--- src/rtl/pc_redirect_if.sv ---
// pc_redirect_if: fetch-stage redirect bus between the branch/jump sources
// and the PC redirect unit. Carries the request inputs and the PC outputs.
// Optional macro PC_REDIRECT_STATS_EN adds the REDIRECT_COUNT signal.
interface pc_redirect_if #(
  parameter int WIDTH = 32
);
  logic             BRANCH_TAKEN;
  logic [WIDTH-1:0] BRANCH_TARGET;
  logic             JUMP;
  logic [WIDTH-1:0] JUMP_TARGET;
  logic             STALL;
  logic [WIDTH-1:0] PC_OUT;
  logic [WIDTH-1:0] PC_PLUS4;
  logic             FLUSH;
  logic             PENDING;
`ifdef PC_REDIRECT_STATS_EN
  logic [15:0]      REDIRECT_COUNT;
`endif

  // Request side: drives redirects and stall, observes the PC
  modport master (
    output BRANCH_TAKEN, BRANCH_TARGET, JUMP, JUMP_TARGET, STALL,
`ifdef PC_REDIRECT_STATS_EN
    input  REDIRECT_COUNT,
`endif
    input  PC_OUT, PC_PLUS4, FLUSH, PENDING
  );

  // PC unit side: consumes requests, produces the PC
  modport slave (
    input  BRANCH_TAKEN, BRANCH_TARGET, JUMP, JUMP_TARGET, STALL,
`ifdef PC_REDIRECT_STATS_EN
    output REDIRECT_COUNT,
`endif
    output PC_OUT, PC_PLUS4, FLUSH, PENDING
  );
endinterface

--- src/rtl/pc_redirect_unit.sv ---
// pc_redirect_unit: program-counter register and redirect controller for the
// fetch stage. Picks the next PC (jump > branch > sequential), parks a redirect
// that arrives during a stall, and pulses FLUSH for one cycle when a redirect
// is applied. Optional macro PC_REDIRECT_STATS_EN adds a saturating
// 16-bit redirect counter on REDIRECT_COUNT.
module pc_redirect_unit #(
  parameter int               WIDTH    = 32,
  parameter logic [WIDTH-1:0] RESET_PC = '0
) (
  input  logic          CLK,
  input  logic          RST,
  pc_redirect_if.slave  bus
);

  typedef enum logic {
    RUN,
    HOLD
  } state_t;

  localparam logic [WIDTH-1:0] ALIGN_MASK = ~WIDTH'(3);

  state_t           state_q, state_d;
  logic [WIDTH-1:0] pc_q, pc_d;
  logic [WIDTH-1:0] pendTarget_q, pendTarget_d;
  logic             flush_q, flush_d;
  logic             pending_q, pending_d;

  logic             redirectReq;
  logic [WIDTH-1:0] reqTarget;

  // Current request and its word-aligned target, jump taking priority
  always_comb begin
    redirectReq = bus.JUMP | bus.BRANCH_TAKEN;
    reqTarget   = (bus.JUMP ? bus.JUMP_TARGET : bus.BRANCH_TARGET) & ALIGN_MASK;
  end

  // Next-state logic: PC selection, pending capture and flush generation
  always_comb begin
    state_d      = state_q;
    pc_d         = pc_q;
    pendTarget_d = pendTarget_q;
    flush_d      = 1'b0;
    pending_d    = pending_q;

    unique case (state_q)
      RUN: begin
        if (!bus.STALL) begin
          if (redirectReq) begin
            pc_d    = reqTarget;
            flush_d = 1'b1;
          end else begin
            pc_d = pc_q + WIDTH'(4);
          end
        end else if (redirectReq) begin
          pendTarget_d = reqTarget;
          pending_d    = 1'b1;
          state_d      = HOLD;
        end
      end

      HOLD: begin
        if (bus.STALL) begin
          if (redirectReq) begin
            pendTarget_d = reqTarget;
          end
        end else begin
          pc_d      = redirectReq ? reqTarget : pendTarget_q;
          flush_d   = 1'b1;
          pending_d = 1'b0;
          state_d   = RUN;
        end
      end

      default: begin
        state_d = RUN;
      end
    endcase
  end

  // State registers with synchronous reset that overrides every input
  always_ff @(posedge CLK) begin
    if (RST) begin
      state_q      <= RUN;
      pc_q         <= RESET_PC;
      pendTarget_q <= '0;
      flush_q      <= 1'b0;
      pending_q    <= 1'b0;
    end else begin
      state_q      <= state_d;
      pc_q         <= pc_d;
      pendTarget_q <= pendTarget_d;
      flush_q      <= flush_d;
      pending_q    <= pending_d;
    end
  end

  assign bus.PC_OUT   = pc_q;
  assign bus.PC_PLUS4 = pc_q + WIDTH'(4);
  assign bus.FLUSH    = flush_q;
  assign bus.PENDING  = pending_q;

`ifdef PC_REDIRECT_STATS_EN
  logic [15:0] count_q;

  // Saturating count of applied redirects (edges that set FLUSH)
  always_ff @(posedge CLK) begin
    if (RST) begin
      count_q <= '0;
    end else if (flush_d && (count_q != 16'hFFFF)) begin
      count_q <= count_q + 16'd1;
    end
  end

  assign bus.REDIRECT_COUNT = count_q;
`endif

endmodule

--- src/flat_wrapper.sv ---
// flat-port wrapper written by rule: the top's interface ports become plain ports
module pc_redirect_unit_flat 
#(
  parameter int               WIDTH    = 32,
  parameter logic [WIDTH-1:0] RESET_PC = '0
)
  (CLK, RST, bus_BRANCH_TAKEN, bus_BRANCH_TARGET, bus_JUMP, bus_JUMP_TARGET, bus_STALL, bus_PC_OUT, bus_PC_PLUS4, bus_FLUSH, bus_PENDING);
  pc_redirect_if #(.WIDTH(WIDTH)) bus_i ();
  input  logic CLK;
  input  logic RST;
  input wire logic [$bits(bus_i.BRANCH_TAKEN)-1:0] bus_BRANCH_TAKEN;
  input wire logic [$bits(bus_i.BRANCH_TARGET)-1:0] bus_BRANCH_TARGET;
  input wire logic [$bits(bus_i.JUMP)-1:0] bus_JUMP;
  input wire logic [$bits(bus_i.JUMP_TARGET)-1:0] bus_JUMP_TARGET;
  input wire logic [$bits(bus_i.STALL)-1:0] bus_STALL;
  output wire logic [$bits(bus_i.PC_OUT)-1:0] bus_PC_OUT;
  output wire logic [$bits(bus_i.PC_PLUS4)-1:0] bus_PC_PLUS4;
  output wire logic [$bits(bus_i.FLUSH)-1:0] bus_FLUSH;
  output wire logic [$bits(bus_i.PENDING)-1:0] bus_PENDING;
  assign bus_i.BRANCH_TAKEN = bus_BRANCH_TAKEN;
  assign bus_i.BRANCH_TARGET = bus_BRANCH_TARGET;
  assign bus_i.JUMP = bus_JUMP;
  assign bus_i.JUMP_TARGET = bus_JUMP_TARGET;
  assign bus_i.STALL = bus_STALL;
  assign bus_PC_OUT = bus_i.PC_OUT;
  assign bus_PC_PLUS4 = bus_i.PC_PLUS4;
  assign bus_FLUSH = bus_i.FLUSH;
  assign bus_PENDING = bus_i.PENDING;
  pc_redirect_unit #(.WIDTH(WIDTH), .RESET_PC(RESET_PC)) u_core (.CLK(CLK), .RST(RST), .bus(bus_i));
endmodule
--- config.mk ---
export PLATFORM = sky130hd
export DESIGN_NAME = pc_redirect_unit_flat
export DESIGN_NICKNAME = d
export VERILOG_FILES = /design/src/rtl/pc_redirect_if.sv /design/src/rtl/pc_redirect_unit.sv /design/src/flat_wrapper.sv
export SDC_FILE = /design/constraint.sdc
export NUM_CORES = 1
export LEC_CHECK = 0
export BUFFER_PORTS_ARGS = -buffer_cell sky130_fd_sc_hd__buf_2
export CAP_MARGIN = 20
export CORE_UTILIZATION = 45
export DETAILED_ROUTE_END_ITERATION = 6
export PLACE_DENSITY_LB_ADDON = 0.1
export SYNTH_ARGS = -nofsm -noshare
export SYNTH_HDL_FRONTEND = slang
export SYNTH_SLANG_ARGS = --single-unit
--- constraint.sdc ---
create_clock -name CLK -period 1.9 [get_ports CLK]
set_input_delay 0.095 -clock CLK [delete_from_list [all_inputs] [get_ports CLK]]
set_output_delay 0.095 -clock CLK [all_outputs]
set_load 0.01 [all_outputs]
==> impl_metrics.py, run 1 <==
metrics = {
    "drt": {
        "drt-total-wl_um": 13000,
        "drc": 0,
        "drtIter0Drc": 329,
        "wl_per_cell_um": 16.9,
        "first_pass_iters": 5,
        "vias": 4332,
        "viasPerCell": 5.65,
        "drtAntennaViolNets": 0,
    },
    "min_path": {
        "min-delay-start": "bus_BRANCH_TARGET[22]",
        "holdCritPathClass": "input pin to register",
    },
    "die": {
        "io_pins": 135,
        "rows": 33,
        "die_x_um": 93.5,
        "start_util_pct": 46.1,
        "die_y_um": 93.5,
        "fp.coreArea_um2": 8180,
        "fp.dieArea_um2": 8750,
    },
    "synth": {
        "yosys_register_bits": 67,
        "yosys_warnings": 0,
        "yosys_most_used_dff": "dfxtp_1",
        "synth_area_leaders": "dfxtp_1 36%, nand2_1 5.3%, a21oi_1 5.2%",
        "syn_nets": 539,
        "yosysTopAreaCellShare_pct": 35.6,
        "avgSynthCellArea_um2": 8.04,
        "postSynth.asyncResetShare_pct": 0,
        "yosysSeqAreaShare_pct": 35.6,
        "ys_top_cells_by_count": "67 x dfxtp_1, 53 x nand2_1, 39 x a21oi_1, 38 x o21ai_0, 26 x nor2_1",
        "synth_most_common_cell": "dfxtp_1",
        "synthDistinctLibCells": 67,
        "syn-instance-count": 469,
        "synth_edf_count": 0,
        "synth.largest_area_cell": "dfxtp_1",
        "synth_area_um2": 3770,
    },
    "global_routing": {
        "grt_max_degree": 32,
        "globalRouteTotalUtil_pct": 28.9,
        "grt_overflow_total": 0,
        "first_global_vias": 3873,
        "grt_pass1_wl_um": 19500,
        "antenna_found_initial": 0,
    },
    "status": {
        "status": "finished with violations",
        "violations": "setup timing",
    },
    "critical_path": {
        "endpoint_kind": "output pin",
        "crit_arrival_ns": 1.90,
        "reg2reg_slack_ns": 0.01,
        "startpoint_type": "register",
        "path_class": "register to output pin",
        "rr_startpoint": "u_core.bus.PC_OUT[19]",
        "required_ns": 1.80,
        "cp_max_fo": 4,
        "crit_start": "u_core.bus.PC_OUT[14]",
    },
    "clock_network": {
        "tritoncts": "built",
        "htree_levels": 3,
        "clk_pin_slew_ns": 0.08,
        "clk_latency_ns": 0.34,
        "cts_root_buffer": "clkbuf_8",
        "cts_buffers": 9,
        "cts_sinks": 67,
        "clockBufferDepth": 2,
        "ctsHoldBuffers": 0,
    },
    "finish": {
        "diodes": 0,
        "nets": 727,
        "fin_util_pct": 68.6,
        "area_growth_pct": 48.8,
        "fillers": 677,
        "final_cell_area_um2": 5610,
        "drive_gt1_share_pct": 45.8,
    },
    "timing": {
        "tightest_slew_ns": 0.570,
        "period_share_pct": 105,
        "worst_slack_ns": -0.0905,
        "hold_viol": 0,
        "slew_headroom_pct": 61.6,
        "rsz0062_at_grt": "true",
        "period_minus_slack_ns": 1.99,
        "drv_slew": 0,
        "setup_viol": 10,
        "fin_skew_ns": 0.00758,
        "setup-tns-final_ns": -0.457,
        "clock.fmax_mhz": 502,
    },
    "power_and_ir_drop": {
        "finalPower_mw": 3.78,
        "p_leak_nw": 2.57,
        "peakVddDrop_mv": 0.451,
        "pwr_density_cell_nw_per_um2": 674,
    },
    "place": {
        "port_buffers": 130,
        "place_hpwl_um": 8920,
        "gp_congestion": 0.927,
        "place_area_um2": 4780,
    },
    "job": {
        "max_cap_violations": 0,
    },
}
==> placed cells by master (no fill, tap or decap), types with 3 or more instances in the layout <==
cell type,instances
inv_1,17
nand2_1,48
nand3_2,3
nand3_1,8
a21boi_0,4
a31oi_1,8
dfxtp_1,47
a22o_1,10
buf_6,10
nand3_4,6
nor3_1,5
nor2_1,23
xnor2_2,9
dfxtp_2,17
xnor2_1,12
nand4_1,7
a21oi_1,38
dfxtp_4,3
xor2_1,4
o21ai_0,37
a221o_1,3
nand2_4,3
a22oi_1,22
a211oi_1,6
o211ai_1,3
and3_1,5
nor2_2,3
a311oi_1,5
nand2b_1,4
or4_1,3
clkbuf_8,11
and2_1,4
buf_4,76
a221oi_1,4
nor4_1,3
buf_2,128
==> power by group <==
group          switching (mW)  total, mW  internal, mW
clock network           0.580       1.39         0.810
logic                   0.441      0.812         0.371
registers              0.0791       1.58          1.50
==> registers in the layout, indices dropped and copies added, names as in the netlist <==
name / cells
u_core.pendTarget_q: 32
u_core.state_q: 1
u_core.bus.PENDING: 1
u_core.bus.PC_OUT: 32
u_core.bus.FLUSH: 1
==> worst max-delay path, cell delays in order (launching register included) <==
cell	delay (ns)
dfxtp_2	0.36
buf_6	0.13
nand4_1	0.11
or4_4	0.51
nor3b_4	0.20
or2_4	0.15
buf_6	0.09
==> routing by layer <==
layer,wire [µm],global-route usage (%),vias to the layer above
li1,-,-,2090
met1,5720,39.6,2008
met2,5980,45.2,205
met3,967,4.39,29
met4,295,11.7,0
met5,0,0,-
==> what timing repair did <==
action | in CTS | in global routing
resized for setup | 46 | 35
setup buffers | 22 | 16
hold endpoints to repair | 0 | 0
setup endpoints to repair | 23 | 30
pin swaps | 21 | 19
==> path summary, 6_finish.rpt <==
kind	to	cells after the start
worst max-delay path	bus_PC_PLUS4[19]	6
worst min-delay path	u_core.pendTarget_q[22]	3
worst min register to register	u_core.pendTarget_q[22]	2
worst max register to register	u_core.bus.PC_OUT[25]	6
==> logic make-up after synthesis <==
kind of cell	after synthesis	share of synthesized area, %
buffers and inverters	56	6.27
multiplexers	3	0.829
flip-flops	67	35.6
XOR/XNOR	27	6.27
AO/OA/AOI/OAI	162	28.5
adder cells (fa/ha/maj)	1	0.332
AND/OR/NAND/NOR	153	22.2
==> stage by stage <==
step | setup slack (ns) | std cells | hold WS (ns)
global route | -0.182 | 767 | 0.0794
floorplan | 0.0116 | 469 | 0.278
CTS | -0.176 | 753 | 0.0544
detailed placement | -0.00526 | 716 | 0.406
finish | -0.0905 | 767 | 0.0503
global placement | 0.0376 | 716 | 0.390
==> layout make-up <==
| type | instances | area [µm²] | share of cell area (%) |
|---|---|---|---|
| Clock buffer | 12 | 155 | 2.76 |
| Clock inverter | 4 | 72.6 | 1.29 |
| Inverter | 18 | 67.6 | 1.20 |
| Multi-Input combinational cell | 346 | 2470 | 44.0 |
| Sequential cell | 67 | 1370 | 24.5 |
| Tap cell | 105 | 131 | 2.34 |
| Timing Repair Buffer | 215 | 1340 | 23.9 |
No activity file was read; power rests on OpenSTA's default activity.
==> run 2, diff against run 1 <==
--- a/config.mk
+++ b/config.mk
@@ -9,7 +9,7 @@
 export CAP_MARGIN = 20
 export CORE_UTILIZATION = 45
 export DETAILED_ROUTE_END_ITERATION = 6
-export PLACE_DENSITY_LB_ADDON = 0.1
+export PLACE_DENSITY = 0.83
 export SYNTH_ARGS = -nofsm -noshare
 export SYNTH_HDL_FRONTEND = slang
 export SYNTH_SLANG_ARGS = --single-unit
==> run 2 against run 1 <==
The run still ends with setup timing left. Routed wire length increased by 8.5%. First-iteration DRC count increased by 40%. Worst hold slack got worse by 0.00089 ns. Sequential cell count unchanged. Sequential share of layout area increased by 1.1 points. Global-route usage increased by 1.8 points. Worst setup slack got worse by 0.16 ns. Register-to-register slack got worse by 0.05 ns. Critical endpoint is now bus_PC_PLUS4[28]. Largest power group unchanged.
==> impl_metrics.py, run 2 (same netlist as run 1, synthesis figures left out) <==
metrics = {
    "global_routing": {
        "grt_max_degree": 42,
        "first_global_vias": 4162,
        "grt_pass1_wl_um": 20500,
        "antenna_found_initial": 0,
        "grt_overflow_total": 0,
        "globalRouteTotalUtil_pct": 30.6,
    },
    "power_and_ir_drop": {
        "finalPower_mw": 3.50,
        "peakVddDrop_mv": 0.429,
        "pwr_density_cell_nw_per_um2": 650,
        "p_leak_nw": 2.46,
    },
    "finish": {
        "diodes": 0,
        "final_cell_mix": "129 x buf_2, 60 x buf_4, 49 x nand2_1",
        "fillers": 620,
        "seq_area_um2": 1380,
        "drive_gt1_share_pct": 43.6,
        "multi_input_area_um2": 2470,
        "area_growth_pct": 42.9,
        "nets": 706,
        "final_common_cell": "buf_2",
        "final_cell_area_um2": 5390,
        "fin_util_pct": 65.9,
    },
    "drt": {
        "drtAntennaViolNets": 0,
        "viasPerCell": 6.13,
        "drc": 0,
        "drt-total-wl_um": 14100,
        "drtIter0Drc": 459,
        "first_pass_iters": 6,
        "wl_per_cell_um": 18.9,
        "vias": 4568,
    },
    "timing": {
        "slew_headroom_pct": 61.0,
        "worst_slack_ns": -0.251,
        "period_share_pct": 113,
        "hold_viol": 0,
        "drv_slew": 0,
        "fin_skew_ns": 0.0112,
        "rsz0062_at_grt": "true",
        "clock.fmax_mhz": 465,
        "period_minus_slack_ns": 2.15,
        "tightest_slew_ns": 0.579,
        "setup_viol": 18,
    },
    "place": {
        "pre_cts_slack_ns": -0.00359,
        "gp_congestion": 0.919,
        "port_buffers": 130,
        "place_area_um2": 4770,
        "place_hpwl_um": 9060,
    },
    "die": {
        "die_y_um": 93.5,
        "fp.coreArea_um2": 8180,
        "io_pins": 135,
        "fp.dieArea_um2": 8750,
        "die_x_um": 93.5,
        "rows": 33,
        "start_util_pct": 46.1,
    },
    "clock_network": {
        "clk_latency_ns": 0.35,
        "cts_root_buffer": "clkbuf_8",
        "tritoncts": "built",
        "clk_pin_slew_ns": 0.07,
        "htree_levels": 3,
        "ctsHoldBuffers": 0,
        "cts_buffers": 9,
        "cts_sinks": 67,
        "clockBufferDepth": 2,
    },
    "critical_path": {
        "startpoint_type": "register",
        "path_class": "register to output pin",
        "reg2reg_slack_ns": -0.04,
        "crit_arrival_ns": 2.06,
        "endpoint_kind": "output pin",
        "rr_worst_depth": 6,
        "cp_max_fo": 5,
        "required_ns": 1.80,
    },
    "status": {
        "violations": "setup timing",
        "status": "finished with violations",
    },
    "min_path": {
        "holdCritPathClass": "input pin to register",
        "hold_depth": 3,
    },
    "job": {
        "max_cap_violations": 0,
    },
}
## run 2: cell types whose count changed in the layout (fill, tap and decap cells not counted), sizes merged
cell | before | now
buf | 215 | 194
bufinv | 2 | 0
clkbuf | 12 | 13
clkinv | 2 | 3
clkinvlp | 1 | 0
## run 2: area by class of cell
class	instances	share of cell area [%]
clock buffer	13	3.14
clock inverter	2	0.186
inverter	18	1.25
multi-input combinational	346	45.9
sequential	67	25.6
tap	105	2.44
timing repair buffer	194	21.6
## run 2: final timing paths
path                                        startpoint                 endpoint
worst max-delay path              u_core.bus.PC_OUT[8]         bus_PC_PLUS4[28]
worst min-delay path               bus_JUMP_TARGET[13]  u_core.pendTarget_q[13]
worst max register to register    u_core.bus.PC_OUT[8]    u_core.bus.PC_OUT[28]
worst min register to register  u_core.pendTarget_q[8]   u_core.pendTarget_q[8]
## run 2: per-stage QoR
| step | hold WS [ns] | setup TNS (ns) | instances |
|---|---|---|---|
| 2_1_floorplan | 0.278 | 0 | 469 |
| 3_3_place_gp | 0.392 | 0 | 713 |
| 3_5_place_dp | 0.401 | -0.00359 | 713 |
| 4_1_cts | 0.0503 | -0.310 | 742 |
| 5_1_grt | 0.0678 | -2.86 | 745 |
| 6_report | 0.0494 | -1.57 | 745 |
## run 2: timing repair
action	CTS	global route
gates resized for setup	37	38
cloned	1	0
pin swaps	11	20
endpoints found under the setup margin	23	26
buffers inserted	13	5
endpoints found under the hold margin	0	0
## run 2: worst max-delay path, stage by stage (launching register included)
cell and delay [ns]:
dfxtp_2 0.36, nand3_4 0.14, nor4_4 0.35, buf_6 0.18
nand4_1 0.15, buf_4 0.19, xnor2_2 0.14, buf_2 0.18
## run 2: report_power, final
| part | internal, mW | switching, mW | total, mW |
|---|---|---|---|
| Clock | 0.570 | 0.548 | 1.12 |
| Sequential | 1.50 | 0.0880 | 1.59 |
| Combinational | 0.345 | 0.455 | 0.800 |
| Total | 2.41 | 1.09 | 3.50 |
## run 2: metal layers
metal,vias to the layer above,part of all wire [%],track usage (%),routed length [µm]
met5,-,0,0,0
met4,0,4.7,15.0,667
met3,79,9.4,8.21,1330
met2,310,47,48.5,6590
met1,2127,39,38.3,5480
li1,2052,-,-,-
==> run 3, diff against run 2 <==
--- a/config.mk
+++ b/config.mk
@@ -5,11 +5,12 @@
 export SDC_FILE = /design/constraint.sdc
 export NUM_CORES = 1
 export LEC_CHECK = 0
+export ABC_AREA = 1
 export BUFFER_PORTS_ARGS = -buffer_cell sky130_fd_sc_hd__buf_2
 export CAP_MARGIN = 20
-export CORE_UTILIZATION = 45
+export CORE_UTILIZATION = 46
 export DETAILED_ROUTE_END_ITERATION = 6
-export PLACE_DENSITY = 0.83
+export PLACE_DENSITY = 0.84
 export SYNTH_ARGS = -nofsm -noshare
 export SYNTH_HDL_FRONTEND = slang
 export SYNTH_SLANG_ARGS = --single-unit
==> run 3 against run 2 <==
The flow still finishes with violations (setup timing). Total power fell by 1.7%. Die area rose by 3.5%. Largest power group unchanged. Clock power decreased by 5%. Sequential share of layout area grew 0.78 points. Combinational power fell by 3.0%. Highest routed layer unchanged.
==> impl_metrics.py, run 3 <==
metrics = {
    "place": {
        "place_hpwl_um": 9120,
        "port_buffers": 130,
        "pre_cts_slack_ns": 0.207,
        "gp_congestion": 0.934,
    },
    "timing": {
        "worst_slack_ns": -0.0396,
        "tightest_slew_ns": 0.585,
        "slew_headroom_pct": 60.9,
        "setup-tns-final_ns": -0.125,
        "period_minus_slack_ns": 1.94,
        "fin_skew_ns": 0.0123,
        "setup_viol": 6,
        "period_share_pct": 102,
        "drv_slew": 0,
        "rsz0062_at_grt": "true",
        "clock.fmax_mhz": 516,
        "hold_viol": 0,
    },
    "die": {
        "die_y_um": 95.2,
        "start_util_pct": 48.1,
        "fp.dieArea_um2": 9060,
        "rows": 33,
        "die_x_um": 95.2,
        "fp.coreArea_um2": 8300,
        "io_pins": 135,
    },
    "critical_path": {
        "worst_path_max_delay_cell": "dfxtp_4",
        "path_cells": "buf_4, inv_2, nor2_4, nand4_1, nor2_1, xor2_1, buf_2",
        "endpoint_kind": "output pin",
        "path_class": "register to output pin",
        "rr_startpoint": "u_core.bus.PC_OUT[2]",
        "r2r-end": "u_core.bus.PC_OUT[18]",
        "crit_arrival_ns": 1.84,
        "worst-path-buf-inv": 3,
        "path_delay_family": "simple AND/OR/NAND/NOR gates",
        "startpoint_type": "register",
        "rr_worst_depth": 10,
        "critPathMaxStageDelay_ns": 0.37,
        "reg2reg_slack_ns": 0.19,
        "crit_start": "u_core.bus.PC_OUT[2]",
        "timing.critical_path.to": "bus_PC_PLUS4[19]",
        "cp_max_fo": 4,
        "required_ns": 1.80,
        "cp.depth": 7,
    },
    "synth": {
        "yosys_warnings": 0,
        "synth_edf_count": 0,
        "synth_most_common_cell": "nand2_1",
        "yosys_most_used_dff": "dfxtp_1",
        "synthDistinctLibCells": 37,
        "synth.largest_area_cell": "dfxtp_1",
        "syn-instance-count": 604,
        "yosysTopAreaCellShare_pct": 33.6,
        "avgSynthCellArea_um2": 6.61,
        "synth_area_leaders": "dfxtp_1 34%, nand2_1 19%, o21ai_0 6.8%",
        "postSynth.asyncResetShare_pct": 0,
        "ys_top_cells_by_count": "201 x nand2_1, 67 x dfxtp_1, 55 x nor2_1, 54 x o21ai_0, 36 x a21oi_1",
        "yosysSeqAreaShare_pct": 33.6,
        "synth_area_um2": 3990,
        "syn_nets": 674,
        "yosys_register_bits": 67,
    },
    "finish": {
        "final_cell_mix": "198 x nand2_1, 129 x buf_2, 54 x o21ai_0",
        "area_growth_pct": 30.6,
        "final_common_cell": "nand2_1",
        "diodes": 0,
        "fillers": 742,
        "nets": 815,
        "drive_gt1_share_pct": 32.4,
    },
    "clock_network": {
        "clk_latency_ns": 0.35,
        "htree_levels": 3,
        "clk_pin_slew_ns": 0.07,
        "cts_sinks": 67,
        "ctsHoldBuffers": 0,
        "cts_buffers": 9,
        "tritoncts": "built",
        "clockBufferDepth": 2,
        "cts_root_buffer": "clkbuf_8",
    },
    "global_routing": {
        "grt_max_degree": 39,
        "first_global_vias": 4147,
        "antenna_found_initial": 0,
        "globalRouteTotalUtil_pct": 28.4,
        "grt_pass1_wl_um": 19800,
        "grt_overflow_total": 0,
    },
    "status": {
        "status": "finished with violations",
        "violations": "setup timing",
    },
    "drt": {
        "vias": 4710,
        "viasPerCell": 5.52,
        "drtIter0Drc": 346,
        "first_pass_iters": 5,
        "drc": 0,
        "drt-total-wl_um": 12800,
        "wl_per_cell_um": 15.0,
        "drtAntennaViolNets": 0,
    },
    "min_path": {
        "holdCritPathClass": "input pin to register",
        "min-delay-start": "bus_JUMP_TARGET[2]",
    },
    "power_and_ir_drop": {
        "pwr_density_cell_nw_per_um2": 661,
        "peakVddDrop_mv": 0.424,
        "p_leak_nw": 2.43,
    },
    "job": {
        "max_cap_violations": 0,
    },
}
## run 3: area by class of cell
cell class | instances | area (µm²) | area share [%]
Clock inverter | 2 | 12.5 | 0.240
Inverter | 37 | 139 | 2.66
Timing Repair Buffer | 164 | 937 | 18.0
Multi-Input combinational cell | 466 | 2460 | 47.3
Clock buffer | 12 | 155 | 2.98
Tap cell | 105 | 131 | 2.52
Sequential cell | 67 | 1370 | 26.3
## run 3: through the flow
stage          cells  power [mW]  hold WS, ns  utilization, %  cell area [µm²]
2_1_floorplan    604        2.04        0.285               -             3990
3_3_place_gp     825        2.34        0.395            57.9             4800
3_5_place_dp     825        2.36        0.401            57.9             4800
4_1_cts          844        3.41       0.0406            61.0             5060
5_1_grt          853        3.61       0.0821            62.8             5210
6_report         853        3.44       0.0494            62.8             5210
## run 3: cells by family (layout without fill, tap and decap cells)
| group | after synthesis | after routing | share of synthesized area, % |
|---|---|---|---|
| XOR/XNOR | 21 | 21 | 5.73 |
| AO/OA/AOI/OAI | 140 | 140 | 20.4 |
| AND/OR/NAND/NOR | 304 | 304 | 32.8 |
| adder cells (fa/ha/maj) | 1 | 1 | 0.313 |
| buffers and inverters | 71 | 215 | 7.18 |
| flip-flops | 67 | 67 | 33.6 |
## run 3: worst min-delay path by stage
stage	cells after the start	end	slack, ns
after global placement	3	u_core.pendTarget_q[6]	0.39
final	3	u_core.pendTarget_q[2]	0.05
after detailed placement	3	u_core.pendTarget_q[2]	0.40
after global routing	3	u_core.pendTarget_q[20]	0.08
after CTS	3	u_core.pendTarget_q[2]	0.04
after floorplan	2	u_core.pendTarget_q[6]	0.29
## run 3: worst reg2reg max path: cells and delay by family (launching register included)
family | cells | cell delay [ns]
AOI/OAI and AO/OA | 1 | 0.13
adders and majority gates | 1 | 0.15
buffers and inverters | 2 | 0.29
xor gates and xnor gates | 1 | 0.20
and+or+nand+nor | 5 | 0.50
DFF | 1 | 0.37
## run 3: per-layer routing
metal	share of wire (%)	GRT usage (%)
met3	6.9	3.67
met4	2.7	11.2
met2	48	46.4
met1	42	37.7
met5	0	0
## run 3: repair_timing
item	CTS	global route
pin swaps	7	19
setup buffers	5	9
setup endpoints to repair	15	23
gates resized for setup	19	28
## run 3: power by group
group / internal, mW / switching [mW] / leakage (nW)
Clock: 0.529 / 0.534 / 0.0843
Combinational: 0.319 / 0.456 / 1.78
Sequential: 1.51 / 0.0957 / 0.560
Total: 2.36 / 1.09 / 2.43
